==> src/rtl/pwm_pkg.sv <==
`default_nettype none
// ============================================================================
// pwm_pkg : constants and state type shared by the 4-bit PWM generator/decoder
// Revision: 1.0
// ============================================================================
package pwm_pkg;

  localparam int PWM_PERIOD  = 16;
  localparam int PWM_VALUE_W = 4;

  typedef enum logic [1:0] {
    ACQ  = 2'd0,
    HIGH = 2'd1,
    LOW  = 2'd2
  } pwm_dec_state_t;

endpackage
`default_nettype wire

==> src/rtl/pwm_duty_decoder_if.sv <==
`default_nettype none
// ============================================================================
// pwm_duty_decoder_if : PWM line in, recovered duty value/status out
// Revision: 1.0
// ============================================================================
interface pwm_duty_decoder_if
  import pwm_pkg::*;
#(
  parameter int VALUE_W = PWM_VALUE_W
);

  logic               pwm_in;
  logic [VALUE_W-1:0] value;
  logic               valid;
  logic               period_err;
  logic               locked;

  modport master (output pwm_in, input value, valid, period_err, locked);
  modport slave  (input pwm_in, output value, valid, period_err, locked);

endinterface
`default_nettype wire

==> src/rtl/pwm_in_sync.sv <==
`default_nettype none
// ============================================================================
// pwm_in_sync : synchronizer chain for the async PWM line plus edge detection
// Revision: 1.0
// ============================================================================
module pwm_in_sync #(
  parameter int SYNC_STAGES = 2
) (
  input  logic clk,
  input  logic rst,
  input  logic pwm_in,
  output logic s,
  output logic rise,
  output logic fall
);

  logic [SYNC_STAGES-1:0] r_sync;
  logic                   r_s_d;

  always_ff @(posedge clk or posedge rst) begin
    if (rst) begin
      r_sync <= '0;
      r_s_d  <= 1'b0;
    end else begin
      r_sync <= {r_sync[SYNC_STAGES-2:0], pwm_in};
      r_s_d  <= r_sync[SYNC_STAGES-1];
    end
  end

  assign s    = r_sync[SYNC_STAGES-1];
  assign rise = s & ~r_s_d;
  assign fall = ~s & r_s_d;

endmodule
`default_nettype wire

==> src/rtl/pwm_duty_decoder.sv <==
`default_nettype none
// ============================================================================
// pwm_duty_decoder : measures high time and period of a PWM line and publishes
//                    the duty value with a one-cycle valid strobe
// Revision: 1.0
// ============================================================================
module pwm_duty_decoder
  import pwm_pkg::*;
#(
  parameter int VALUE_W     = PWM_VALUE_W,
  parameter int PERIOD      = PWM_PERIOD,
  parameter int SYNC_STAGES = 2,
  parameter int TIMEOUT     = 48
) (
  input  logic               clk,
  input  logic               rst,
  pwm_duty_decoder_if.slave  bus
);

  localparam int                 CNT_W     = $clog2(TIMEOUT + 1);
  localparam logic [CNT_W-1:0]   CNT_MAX   = '1;
  localparam logic [CNT_W-1:0]   CNT_ONE   = CNT_W'(1);
  localparam logic [CNT_W-1:0]   IDLE_LAST = CNT_W'(TIMEOUT - 1);
  localparam logic [VALUE_W-1:0] VAL_MAX   = '1;

  logic                 w_s, w_rise, w_fall;
  pwm_dec_state_t       r_state, w_state_nxt;
  logic [CNT_W-1:0]     r_hi_cnt, r_per_cnt, r_idle_cnt;
  logic [CNT_W-1:0]     w_hi_nxt, w_per_nxt, w_idle_nxt;
  logic                 w_timeout, w_pub_rise;
  logic [VALUE_W-1:0]   w_hi_clip;
  logic [VALUE_W-1:0]   r_value;
  logic                 r_valid, r_period_err, r_locked;

  function automatic logic [CNT_W-1:0] sat_inc(input logic [CNT_W-1:0] x);
    return (x == CNT_MAX) ? x : x + CNT_ONE;
  endfunction

  pwm_in_sync #(.SYNC_STAGES(SYNC_STAGES)) u_sync (
    .clk    (clk),
    .rst    (rst),
    .pwm_in (bus.pwm_in),
    .s      (w_s),
    .rise   (w_rise),
    .fall   (w_fall)
  );

  // Any edge restarts the idle window, so a rise coinciding with expiry wins.
  assign w_timeout = !w_rise && !w_fall && (r_idle_cnt == IDLE_LAST);
  assign w_hi_clip = (r_hi_cnt > CNT_W'(VAL_MAX)) ? VAL_MAX : r_hi_cnt[VALUE_W-1:0];

  always_ff @(posedge clk or posedge rst) begin
    if (rst) r_state <= ACQ;
    else     r_state <= w_state_nxt;
  end

  always_comb begin
    w_state_nxt = r_state;
    if (w_timeout) begin
      w_state_nxt = ACQ;
    end else begin
      case (r_state)
        ACQ:     if (w_rise) w_state_nxt = HIGH;
        HIGH:    if (w_fall) w_state_nxt = LOW;
        LOW:     if (w_rise) w_state_nxt = HIGH;
        default: w_state_nxt = ACQ;
      endcase
    end
  end

  always_comb begin
    w_hi_nxt   = r_hi_cnt;
    w_per_nxt  = r_per_cnt;
    w_pub_rise = 1'b0;
    w_idle_nxt = (w_rise || w_fall || w_timeout) ? '0 : sat_inc(r_idle_cnt);
    case (r_state)
      ACQ: begin
        w_hi_nxt  = w_rise ? CNT_ONE : '0;
        w_per_nxt = w_rise ? CNT_ONE : '0;
      end
      HIGH: begin
        w_per_nxt = sat_inc(r_per_cnt);
        if (w_s) w_hi_nxt = sat_inc(r_hi_cnt);
      end
      LOW: begin
        if (w_rise) begin
          w_pub_rise = 1'b1;
          w_hi_nxt   = CNT_ONE;
          w_per_nxt  = CNT_ONE;
        end else begin
          w_per_nxt  = sat_inc(r_per_cnt);
        end
      end
      default: begin
        w_hi_nxt  = '0;
        w_per_nxt = '0;
      end
    endcase
    if (w_timeout) begin
      w_hi_nxt  = '0;
      w_per_nxt = '0;
    end
  end

  always_ff @(posedge clk or posedge rst) begin
    if (rst) begin
      r_hi_cnt     <= '0;
      r_per_cnt    <= '0;
      r_idle_cnt   <= '0;
      r_value      <= '0;
      r_valid      <= 1'b0;
      r_period_err <= 1'b0;
      r_locked     <= 1'b0;
    end else begin
      r_hi_cnt   <= w_hi_nxt;
      r_per_cnt  <= w_per_nxt;
      r_idle_cnt <= w_idle_nxt;
      r_valid    <= w_pub_rise | w_timeout;
      r_locked   <= (r_state != ACQ);
      if (w_pub_rise) begin
        r_value      <= w_hi_clip;
        r_period_err <= (r_per_cnt != CNT_W'(PERIOD));
      end else if (w_timeout) begin
        r_value      <= w_s ? VAL_MAX : '0;
        r_period_err <= 1'b0;
      end
    end
  end

  assign bus.value      = r_value;
  assign bus.valid      = r_valid;
  assign bus.period_err = r_period_err;
  assign bus.locked     = r_locked;

endmodule
`default_nettype wire
==> src/flat_wrapper.sv <==
// flat-port wrapper written by rule: the top's interface ports become plain ports
module pwm_duty_decoder_flat import pwm_pkg::*;
#(
  parameter int VALUE_W     = PWM_VALUE_W,
  parameter int PERIOD      = PWM_PERIOD,
  parameter int SYNC_STAGES = 2,
  parameter int TIMEOUT     = 48
)
  (clk, rst, bus_pwm_in, bus_value, bus_valid, bus_period_err, bus_locked);
  pwm_duty_decoder_if #(.VALUE_W(VALUE_W)) bus_i ();
  input  logic clk;
  input  logic rst;
  input wire logic [$bits(bus_i.pwm_in)-1:0] bus_pwm_in;
  output wire logic [$bits(bus_i.value)-1:0] bus_value;
  output wire logic [$bits(bus_i.valid)-1:0] bus_valid;
  output wire logic [$bits(bus_i.period_err)-1:0] bus_period_err;
  output wire logic [$bits(bus_i.locked)-1:0] bus_locked;
  assign bus_i.pwm_in = bus_pwm_in;
  assign bus_value = bus_i.value;
  assign bus_valid = bus_i.valid;
  assign bus_period_err = bus_i.period_err;
  assign bus_locked = bus_i.locked;
  pwm_duty_decoder #(.VALUE_W(VALUE_W), .PERIOD(PERIOD), .SYNC_STAGES(SYNC_STAGES), .TIMEOUT(TIMEOUT)) u_core (.clk(clk), .rst(rst), .bus(bus_i));
endmodule
==> config.mk <==
export PLATFORM = sky130hd
export DESIGN_NAME = pwm_duty_decoder_flat
export DESIGN_NICKNAME = d
export VERILOG_FILES = /design/src/rtl/pwm_pkg.sv /design/src/rtl/pwm_duty_decoder_if.sv /design/src/rtl/pwm_in_sync.sv /design/src/rtl/pwm_duty_decoder.sv /design/src/flat_wrapper.sv
export SDC_FILE = /design/constraint.sdc
export NUM_CORES = 1
export LEC_CHECK = 0
export ABC_AREA = 1
export CAP_MARGIN = 40
export CELL_PAD_IN_SITES_DETAIL_PLACEMENT = 1
export CELL_PAD_IN_SITES_GLOBAL_PLACEMENT = 1
export CORE_UTILIZATION = 39
export CTS_CLUSTER_SIZE = 20
export DETAILED_ROUTE_END_ITERATION = 10
export MAX_ROUTING_LAYER = met4
export PLACE_DENSITY_LB_ADDON = 0.1
export SETUP_SLACK_MARGIN = 0.2
export SKIP_CTS_REPAIR_TIMING = 1
export SLEW_MARGIN = 40
export SYNTH_ARGS = -nofsm -noshare
export SYNTH_HDL_FRONTEND = slang
export SYNTH_SLANG_ARGS = --single-unit
export TNS_END_PERCENT = 1
==> constraint.sdc <==
create_clock -name clk -period 1.3 [get_ports clk]
set_input_delay 0.195 -clock clk [delete_from_list [all_inputs] [get_ports clk]]
set_output_delay 0.195 -clock clk [all_outputs]
set_load 0.1 [all_outputs]
# [Yosys cells after proc, flatten, opt, wreduce, memory -nomap -nowiden]
# Cells that the tools add are included.
[totals] in_bits=3 elab_cells=68 register_bits=30
[classes] add_sub_neg=3 n_reduce_logical=12 eq_ne=13 n_bitwise=5 mux=24 magnitude_cmp=1
[op_table] cell="$mux 6" n=9
[op_table] cell="$pmux 6 s3" n=2
[op_table] cell="$eq 6x6->1 const B" n=4
[op_table] cell="$add 6x1->6 const B" n=3
[op_table] cell="$mux 4" n=4
[op_table] cell="$ne 3x1->1 const B" n=3
[op_table] cell="$gt 6x4->1 const B" n=1
[op_table] cell="$mux 2" n=3
[op_table] cell="$ne 3x2->1 const B" n=2
[op_table] cell="$ne 6x5->1 const B" n=1
[op_table] cell="$mux 1" n=5
[op_table] cell="$pmux 2 s2" n=1
[op_table] cell="$reduce_bool 2->1" n=2
[op_table] cell="$reduce_and 3->1" n=1
[op_table] cell="$and 1x1->1" n=2
[op_table] cell="$eq 2x1->1 const B" n=1
[op_table] cell="$eq 2x2->1 const B" n=1
[op_table] cell="$logic_and 1x1->1" n=2
[op_table] cell="$logic_not 1->1" n=2
[op_table] cell="$logic_not 2->1" n=1
[op_table] cell="$logic_or 1x1->1" n=2
[op_table] cell="$ne 2x1->1 const B" n=1
[op_table] cell="$not 1->1" n=2
[op_table] cell="$reduce_and 2->1" n=1
[op_table] cell="other kinds (2)" n=2

# [Longest topological paths before layout]
[depth] depth_word=7 depth_mapped=9 mapped_depth_nobuf=8

# [Cells and area by module]
# A second synthesis with hierarchy kept.
[hier_totals] cells_unflattened=201 area_unflattened_um2=1649.1
[modules_own_cells] module="pwm_duty_decoder" seq_area_each_um2=675.6 n_inst=1 cells_each=193 area_each_um2=1555.2
[modules_own_cells] module="pwm_in_sync" seq_area_each_um2=75.1 n_inst=1 cells_each=8 area_each_um2=93.8

# [Worst setup path after synthesis]
# No wires, ideal clock.
[synth_path] path_type="reg2reg" startpoint="register u_core.u_sync.r_sync[1]" endpoint="register u_core.r_hi_cnt[2]" t_arrival_ns=1.332 stages_incl_launch_ff=8 period_less_slack_ns=1.397 setup_slack_ns=-0.097 setup_ns=0.065 path_buffers=0 path_cell_list="dfrtp_1 > inv_1 > ha_1 > nand3b_1 > nand3_1 > nand2_4 > nand2_1 > nand2_1"
[synth_via] elab_chain_cells=7
[synth_rtl] element="from (decl)" line="pwm_in_sync.sv:17" text="logic [SYNC_STAGES-1:0] r_sync;"
[synth_rtl] element="from (signal assigned)" line="pwm_in_sync.sv:25" text="r_sync <= {r_sync[SYNC_STAGES-2:0], pwm_in};"
[synth_rtl] element="$not 1->1" line="pwm_in_sync.sv:32" text="assign fall = ~s & r_s_d;"
[synth_rtl] element="$and 1x1->1" line="pwm_in_sync.sv:32"
[synth_rtl] element="$logic_not 1->1" line="pwm_duty_decoder.sv:49" text="assign w_timeout = !w_rise && !w_fall && (r_idle_cnt == IDLE_LAST);"
[synth_rtl] element="$logic_and 1x1->1 (2 in a row)" line="pwm_duty_decoder.sv:49"
[synth_rtl] element="$ne 3x1->1 (no source line) / $ne 3x2->1 (equally long branches)"
[synth_rtl] element="$reduce_and 3->1 (no source line)"
[synth_rtl] element="to (signal assigned)" line="pwm_duty_decoder.sv:115" text="r_hi_cnt <= w_hi_nxt;"
[synth_rtl] element="to (decl)" line="pwm_duty_decoder.sv:28" text="logic [CNT_W-1:0] r_hi_cnt, r_per_cnt, r_idle_cnt;"
# Parallel ways exist; a longest one is shown, timed or not.
# A chain may end at the register's enable or synchronous reset.

# [Worst setup path after layout]
[layout_path] startpoint="register u_core.r_idle_cnt[1]" endpoint="register u_core.r_period_err, in the netlist u_core.bus.period_err"
[layout_via] elab_chain_cells=3
[layout_rtl] element="from (decl)" line="pwm_duty_decoder.sv:28"
[layout_rtl] element="from (signal assigned)" line="pwm_duty_decoder.sv:117" text="r_idle_cnt <= w_idle_nxt;"
[layout_rtl] element="$eq 6x6->1" line="pwm_duty_decoder.sv:49"
[layout_rtl] element="$logic_and 1x1->1" line="pwm_duty_decoder.sv:49"
[layout_rtl] element="$reduce_bool 2->1 (no source line)"
[layout_rtl] element="to (signal assigned)" line="pwm_duty_decoder.sv:122" text="r_period_err <= (r_per_cnt != CNT_W'(PERIOD));"
[layout_rtl] element="to (decl)" line="pwm_duty_decoder.sv:33" text="logic r_valid, r_period_err, r_locked;"
# No other way between the ends.

==> results.sh <==
export IMPL_status="finished, violations left"
export IMPL_violations="negative setup slack"
export IMPL_period_minus_slack_ns=1.557
export IMPL_netlist_cell_type_count=24
export IMPL_place_ws_ns=-0.2186
export IMPL_hp_class="in -> async"
export IMPL_cts_tree="done"
export IMPL_synth_top_cell_by_area="dfrtp_1"
export IMPL_r2r_end="u_core.bus.period_err"
export IMPL_critPathLaunchType="flop"
export IMPL_dr_pass1_iters=3
export IMPL_drv_slew=0
export IMPL_routed_wirelength_um=3607
export IMPL_cp_arrival_ns=1.72
export IMPL_vias=1334
export IMPL_regArea_sq_um=750.7
export IMPL_worstPathCellList="ha_2 > nand2_2 > nor2_2 > nand3b_1 > buf_4 > nand2_4 > inv_1 > a21o_1"
export IMPL_cp_num_buf_inv=2
export IMPL_final_area_sq_mm=0.002077
export IMPL_maxCapViolCount=0
export IMPL_syn_num_nets=188
export IMPL_path_max_fanout=6
export IMPL_critPathTopFamily="simple AND/OR/NAND/NOR gates"
export IMPL_layout_drive_gt1_share_pct=26.82
export IMPL_multi_input_area_sq_um=735.7
export IMPL_cp_data_required_time_ns=1.47
export IMPL_core_region_area_sq_mm=0.003716
export IMPL_fp_dieH_um=64.62
export IMPL_cts_root_buf="clkbuf_8"
export IMPL_antenna_cells=0
export IMPL_max_freq_mhz=642.2
export IMPL_maxSlewHeadroom_pct=75.53
export IMPL_worst_pin_slew_ns=0.3657
export IMPL_cpPeakStageDelay_ns=0.37
export IMPL_grt_max_degree=31
export IMPL_dpl_cell_area_sq_mm=0.001936
export IMPL_ys_seq_area_share_pct=49.10
export IMPL_antenna_found_initial=0
export IMPL_drc_errors=0
export IMPL_die_area_sq_mm=0.004175
export IMPL_power_leakage_nw=0.9960
export IMPL_place_congestion=0.7843
export IMPL_ant_nets=0
export IMPL_cts_num_sinks=30
export IMPL_grt_overflow=0
export IMPL_irDropWorstVdd_v=0.0007386
export IMPL_path_class="reg -> reg"
export IMPL_synth_cells=179
export IMPL_ys_warn_count=0
export IMPL_fin_ws_ns=-0.2572
export IMPL_numPortBuffers=9
export IMPL_rsz0062_at_grt="true"
export IMPL_clk_latency_ns=0.28
export IMPL_crit_slowest_cell="dfrtp_1"
export IMPL_area_growth_pct=35.84
export IMPL_grt_pass1_wl_um=6272
export IMPL_fillers=440
export IMPL_r2r_cells=8
export IMPL_clockBufferDepth=2
export IMPL_synth_area_leaders="dfrtp_1 49%, nand2_1 8.3%, nand3_1 6.5%"
export IMPL_end_kind="flop"
export IMPL_syn_area_sq_mm=0.001529
export IMPL_wl_per_cell_um=13.46
export IMPL_p_per_area_mw_per_mm2=1776
export IMPL_final_nets=228
export IMPL_post_route_period_util_pct=119.8
export IMPL_hold_viol=0
export IMPL_viasPerCell=4.978
export IMPL_grt_pass1_vias=1434
export IMPL_clk_pin_slew_ns=0.06
export IMPL_cts_buffers=5
export IMPL_first_iter_violations=17
export IMPL_track_usage_pct=20.41
export IMPL_avgSynthCellArea_sq_um=8.542
export IMPL_skew_ns=0.006783
export IMPL_setup_viol=24
export IMPL_synth_top_area_share_pct=49.10
export IMPL_placementRows=22
export IMPL_start_util_pct=41.14
export IMPL_worstReg2RegStart="u_core.r_idle_cnt[1]"
export IMPL_r2r_slack_ns=-0.26
export IMPL_htreeDepth=2
export IMPL_pin_count=10
export IMPL_dp_hpwl_um=2747
export IMPL_ys_ff_latch=30
export IMPL_die_x_um=64.62
[cells by family (layout without fill, tap and decap cells)]
group                      after synthesis  after routing  synth area share [%]
buffers and inverters                   21             62                 5.646
and+or+nand+nor                         86             86                 26.02
AOI/OAI and AO/OA                       29             29                 10.31
xor gates and xnor gates                 7              7                 4.010
adders and majority gates                6              6                 4.910
DFF                                     30             30                 49.10
[cell type report]
type / instances / share of cell area (%)
Tap cell: 48 / 2.892
Clock buffer: 7 / 4.157
Multi-Input combinational cell: 128 / 35.42
Timing Repair Buffer: 34 / 17.53
Sequential cell: 30 / 36.14
Clock inverter: 1 / 0.2410
Inverter: 20 / 3.614
[metrics by stage]
step,instances,power [mW],setup TNS [ns],hold slack [ns],util (%)
2_1_floorplan,179,2.212,-1.183,0.2264,-
3_3_place_gp,259,2.845,-2.195,0.3372,52.09
3_5_place_dp,259,2.914,-3.688,0.3451,52.09
4_1_cts,267,3.705,-4.267,0.2447,54.55
5_1_grt,268,3.906,-6.453,0.2954,55.89
6_report,268,3.688,-4.088,0.2450,55.89
[how the worst max path moves through the flow]
stage / from / endpoint / slack (ns) / cells past startpoint
4_1_cts: u_core.r_idle_cnt[1] / u_core.r_hi_cnt[0] / -0.24 / 9
6_report: u_core.r_idle_cnt[1] / u_core.bus.period_err / -0.26 / 8
3_3_place_gp: u_core.r_idle_cnt[0] / u_core.r_hi_cnt[2] / -0.16 / 9
2_1_floorplan: u_core.u_sync.r_sync[1] / u_core.r_hi_cnt[3] / -0.09 / 7
5_1_grt: u_core.r_idle_cnt[1] / u_core.r_hi_cnt[2] / -0.35 / 9
3_5_place_dp: u_core.r_idle_cnt[1] / u_core.r_hi_cnt[2] / -0.22 / 9
[synthesized netlist by cell type (all sizes together)]
cell / number
buf: 1
inv: 20
nand4: 1
nand2: 38
o2111ai: 1
or2: 2
ha: 6
a21o: 1
nand3: 21
o21bai: 1
a21oi: 9
nor3: 2
nor2: 21
nand3b: 1
o21ai: 16
a31o: 1
xor2: 6
xnor2: 1
dfrtp: 30
[worst min-delay path, stage by stage]
cell and delay [ns]:
clkdlybuf4s50_1 0.39, inv_1 0.09, buf_12 0.20
[registers in the layout, indices dropped and copies added (netlist names)]
register / flops
u_core.bus.valid: 1
u_core.u_sync.r_s_d: 1
u_core.r_hi_cnt: 6
u_core.u_sync.r_sync: 2
u_core.r_state: 2
u_core.bus.period_err: 1
u_core.bus.locked: 1
u_core.bus.value: 4
u_core.r_idle_cnt: 6
u_core.r_per_cnt: 6
[report_power, final]
part           switching [mW]  leakage, nW  internal [mW]
registers               0.148        0.395           1.11
clock network           0.343       0.0482          0.426
logic                    1.02        0.553          0.639
[routing by layer]
metal / wire, um / vias to the layer above / GRT usage (%)
li1: - / 667 / -
met1: 1584 / 647 / 22.96
met2: 1881 / 14 / 35.13
met3: 101 / 6 / 5.986
met4: 40 / 0 / 5.833
met5: 0 / - / -
[cells in the final DEF (no fill, tap or decap), types with 2 or more instances in the layout]
cell             instances
a21oi_1                  6
a21oi_2                  3
buf_12                   8
buf_4                   23
clkbuf_8                 6
clkdlybuf4s50_1          2
dfrtp_1                 30
ha_1                     5
inv_1                   19
nand2_1                 33
nand2_2                  3
nand2_4                  2
nand3_1                 19
nor2_1                  20
o21ai_0                 13
o21ai_1                  2
or2_2                    2
xor2_1                   5
(Power assumes the default switching activity.)
